`config.mk`:
```
export PLATFORM = sky130hd
export DESIGN_NAME = ren_chain_pipe
export DESIGN_NICKNAME = d
export VERILOG_FILES = /design/src/rtl/ren_chain_pipe.sv
export SDC_FILE = /design/constraint.sdc
export NUM_CORES = 1
export LEC_CHECK = 0
export CORE_MARGIN = 3
export CORE_UTILIZATION = 55
export DETAILED_ROUTE_END_ITERATION = 6
export PLACE_DENSITY = 0.86
export SETUP_SLACK_MARGIN = 0.5
export SYNTH_ARGS = -nofsm -noshare
export SYNTH_HDL_FRONTEND = slang
export SYNTH_SLANG_ARGS = --single-unit
```
`constraint.sdc`:
```
create_clock -name clk -period 4.6 [get_ports clk]
set_input_delay 0.69 -clock clk [delete_from_list [all_inputs] [get_ports clk]]
set_output_delay 0.69 -clock clk [all_outputs]
set_load 0.01 [all_outputs]
```
`src/rtl/ren_chain_pipe.sv`:
```
// ren_chain_pipe: a read-enable plus tag carried through STAGES registered
// stages. The chain can stall, be flushed, and reports per-stage valid bits,
// an occupancy count and an OR/AND reduction of all stage valids.
//
// Flow control: io_advance is a plain shift enable, not a valid/ready
// handshake. On a rising edge with io_advance=1 every stage takes the
// contents of the stage before it, and stage 0 takes io_in_ren/io_in_tag.
// Whatever sat in the last stage is dropped. There is no backpressure.
// io_flush overrides io_advance and clears every stage on that edge.
module ren_chain_pipe #(
    parameter int STAGES = 4,
    parameter int TAG_W  = 8,
    localparam int OCC_W = $clog2(STAGES + 1)
) (
    input  logic              clk,
    input  logic              reset,
    input  logic              io_in_ren,
    input  logic [TAG_W-1:0]  io_in_tag,
    input  logic              io_advance,
    input  logic              io_flush,
    input  logic              io_mode,
    output logic              io_out_ren,
    output logic [TAG_W-1:0]  io_out_tag,
    output logic [STAGES-1:0] io_stage_valid,
    output logic [OCC_W-1:0]  io_occupancy,
    output logic              io_result
);

    logic [STAGES-1:0] v_q;
    logic [TAG_W-1:0]  t_q [STAGES];
    logic [OCC_W-1:0]  occ;

    // Valid chain: flush clears, advance shifts, otherwise hold.
    always_ff @(posedge clk or posedge reset) begin
        if (reset) begin
            v_q <= '0;
        end else if (io_flush) begin
            v_q <= '0;
        end else if (io_advance) begin
            v_q[0] <= io_in_ren;
            for (int i = 1; i < STAGES; i++) begin
                v_q[i] <= v_q[i-1];
            end
        end
    end

    // Tag chain: shifts alongside the valids, captured even when ren is 0.
    always_ff @(posedge clk or posedge reset) begin
        if (reset) begin
            for (int i = 0; i < STAGES; i++) begin
                t_q[i] <= '0;
            end
        end else if (io_flush) begin
            for (int i = 0; i < STAGES; i++) begin
                t_q[i] <= '0;
            end
        end else if (io_advance) begin
            t_q[0] <= io_in_tag;
            for (int i = 1; i < STAGES; i++) begin
                t_q[i] <= t_q[i-1];
            end
        end
    end

    // Occupancy is the population count of the stage valids.
    always_comb begin
        occ = '0;
        for (int i = 0; i < STAGES; i++) begin
            occ = occ + OCC_W'(v_q[i]);
        end
    end

    assign io_out_ren     = v_q[STAGES-1];
    assign io_out_tag     = t_q[STAGES-1];
    assign io_stage_valid = v_q;
    assign io_occupancy   = occ;
    // io_mode is the only input allowed to reach an output combinationally.
    assign io_result      = io_mode ? (&v_q) : (|v_q);

endmodule

```
==> Flow_metrics.wiki <==
{| class="wikitable"
! Metric !! Value
|-
| Inserted Diodes || 0
|-
| Via Count || 1027
|-
| Count of unique library cells instantiated by Yosys || 14
|-
| Combined area of all synthesized cells || around 1700 µm²
|-
| Clock latency on the worst-skew pair || 0.33 ns
|-
| Setup slack on the worst flop-to-flop path || about 3.8 ns
|-
| Area delta synth->final || 14.55%
|-
| Syn nets || approximately 160
|-
| Final setup violation count || 0
|-
| Worst slew margin relative to its limit || 19.96%
|-
| Total setup buffers inserted after CTS || 0
|-
| Clock period minus final worst setup slack || ~3.2 ns
|-
| Avg Vias per Cell || approximately 5.3
|-
| Number of global-route vias before repair || just under 1000
|-
| Clock-pin slew on the worst setup and hold paths || roughly 0.10 ns
|-
| Seq. cell area || 900.9 µm²
|-
| FILL cells || approximately 210
|-
| Highest-utilization routing layer at the global route stage || met2
|-
| Hold Violations, Final || 0
|-
| Number of hold-repair buffers added at the cts stage || 0
|-
| RSZ-0062 raised after global routing || false
|-
| Total power || ~0.00057 W
|-
| Maximum number of buffers from clock root to sink || 2
|-
| EDFF count, synth || 0
|-
| Max capacitance violation total || 0
|-
| Setup_tns || 0 ns
|-
| Die Height || between 60 and 70 µm
|-
| Critical Path Source || io_stage_valid[0]
|-
| Maximum clock rate || between 0.3 and 0.4 GHz
|-
| TritonCTS clock tree || built
|-
| Clock buffer count from CTS || 5
|-
| Sw power || ~0.00014 W
|-
| DR pass1 iterations || 4
|-
| Initial core utilization || 58.96%
|-
| Per-cell routed wire length || 14.66 µm
|-
| Row count || 19
|-
| WHS Endpoint || t_q[15]
|-
| Critical Path AT || around 2.5 ns
|-
| Hold Path Class || flop to flop
|-
| Max H-tree Level || 2
|-
| Hold path startpoint || t_q[23]
|-
| Run status || finished, final reports clean
|-
| Clk network pwr share || between 30% and 40%
|-
| Global-route track usage on met3 || under 10%
|-
| Gr ovfl total || 0
|-
| Internal Dissipation || 0.0004303 W
|-
| Placeable core region || ~2800 µm²
|-
| Resized cells post-CTS || 0
|-
| Worst-margin pin slew || about 1.2 ns
|-
| Worst r2r dst || io_stage_valid[3]
|-
| Final HPWL DP || 1.907 mm
|-
| Number of warnings printed during yosys synthesis || 0
|-
| Sequential share of the synthesized area || a little over half
|-
| Overall die area || 3729 µm²
|-
| Seq pwr share || 58.5%
|-
| Buffer cell driving the clock tree root || clkbuf_4
|-
| Category of the most critical setup path || flop to primary output
|-
| Final worst path period share || ~69%
|-
| Required @ worst endpoint || ~3.9 ns
|-
| Hold path cells || 2
|-
| Ports || 31
|-
| Total Nets Final || 180
|-
| Fraction of power spent switching nets || around a quarter
|-
| Final max-slew violation count || 0
|-
| Total placed instance area || approximately 1900 µm²
|-
| Clk sink count || 36
|-
| Start of the worst register-to-register path || io_stage_valid[2]
|-
| Async SR Flop Fraction || 100.0%
|-
| DRC violations left || 0
|-
| RD Place Congestion || roughly 0.7
|-
| Number of design-rule violations left by the first detailed-router iteration || 55
|-
| Antenna-violating nets left || 0
|-
| Top fanout value on the critical path || 5
|-
| Cell Pwr Density || ~300 nW/µm²
|-
| Mapped Cells || 140
|-
| First-pass GRT wire length || between 4 and 5 mm
|-
| Maximum number of pins on one net before global-route repair || 37
|-
| Met2 routing resource usage after global routing || between 20% and 30%
|-
| Power share of the combinational group || between 10% and 20%
|-
| FF+latch count, synth || 36
|-
| Critical path endpoint category || primary output
|-
| Initial antenna violation count || 0
|-
| Startpoint types || flop
|-
| Global routing met1 resource utilization || 22.62%
|-
| Port Buffers || 30
|-
| Sum of routed wire length over all layers || between 2 and 3 mm
|-
| Ys flop type || dfrtp_1
|-
| Share of cells above drive strength 1 || between 4 and 5%
|-
| Maximum clock skew at final layout || 0.006005 ns
|-
| Die Width || 61.07 µm
|-
| Area used by multi-input combinational logic || around 600 µm²
|-
| Peak VDD IR || approximately 0.25 mV
|-
| Final std cell area, no fill || roughly 1900 µm²
|-
| Mean cell area of the mapped netlist || around 12 µm²
|-
| Leakage component of the power || between 0.9 and 1 nW
|-
| Cell count of the worst reg-to-reg path || 2
|-
| GR Util All Layers || between 10% and 20%
|}
## cell usage in the layout, fill, tap and decap left out, drive strengths merged
cell	Yosys	routed
mux2i	36	36
nor2	36	36
dfrtp	36	36
clkdlybuf4s50	0	29
clkbuf	1	8
inv	7	7
ha	4	4
buf	16	2
a21oi	1	1
nand2	1	1
a2bb2oi	1	1
fa	1	1
## stage by stage
step / worst slack, ns / hold slack (ns) / util, % / std cells
floorplan: 2.381 / 0.4859 / - / 140
global placement: 1.942 / 0.5001 / 65.46 / 185
detailed placement: 1.843 / 0.5092 / 65.46 / 185
CTS: 1.419 / 0.5348 / 67.54 / 193
global route: 1.328 / 0.5513 / 67.54 / 193
finish: 1.434 / 0.5339 / 67.54 / 193
## sequential cells by signal, indices dropped and copies added (netlist names)
register / cells
io_out_tag: 8
t_q: 24
io_stage_valid: 4
## how the worst max path moves through the flow
stage and end:
6_report io_occupancy[1], 4_1_cts io_occupancy[1], 2_1_floorplan io_occupancy[1], 5_1_grt io_occupancy[1]
3_5_place_dp io_result, 3_3_place_gp io_occupancy[1]
## layout make-up
cell class                      instances  area share, %
Multi-Input combinational cell         80          30.52
Inverter                                7          1.375
Timing Repair Buffer                   31          15.85
Clock buffer                            8          3.078
Tap cell                               31          2.030
Sequential cell                        36          47.15
## layer usage
| layer | share of wire [%] | vias up |
|---|---|---|
| li1 | - | 488 |
| met1 | 42 | 504 |
| met2 | 50 | 25 |
| met3 | 5.0 | 10 |
| met4 | 2.7 | 0 |
| met5 | 0 | - |
## cells in the mapped netlist (3+ instances only)
library cell	number	share of area, %
ha_1	4	3.0
buf_12	3	3.6
buf_2	3	0.90
dfrtp_1	36	54
mux2i_1	36	22
nor2_1	36	8.1
buf_4	9	4.1
inv_1	7	1.6
## critical path, cell delays in order (launching register included)
cell and delay (ns):
dfrtp_1 0.44, inv_1 0.12, fa_1 0.54, inv_1 0.05
ha_1 0.18, ha_1 0.29, clkdlybuf4s50_1 0.53
## kinds of logic after synthesis
kind of cell             synth area share (%)
AND/OR/NAND/NOR                         8.327
AO/OA/AOI/OAI                          0.8250
multiplexers                            21.61
buffers and inverters                   11.03
adder cells (fa/ha/maj)                 4.201
flip-flops                              54.01
## power groups by stage
| stage | registers (W) | clock network (W) | logic (W) |
|---|---|---|---|
| 2_1_floorplan | 0.000336 | 0 | 0.0000438 |
| 3_3_place_gp | 0.000337 | 0 | 0.0000580 |
| 3_5_place_dp | 0.000337 | 0 | 0.0000603 |
| 4_1_cts | 0.000331 | 0.000178 | 0.0000611 |
| 5_1_grt | 0.000333 | 0.000197 | 0.0000659 |
| 6_report | 0.000331 | 0.000175 | 0.0000600 |
No activity file was read; power rests on OpenSTA's default activity.
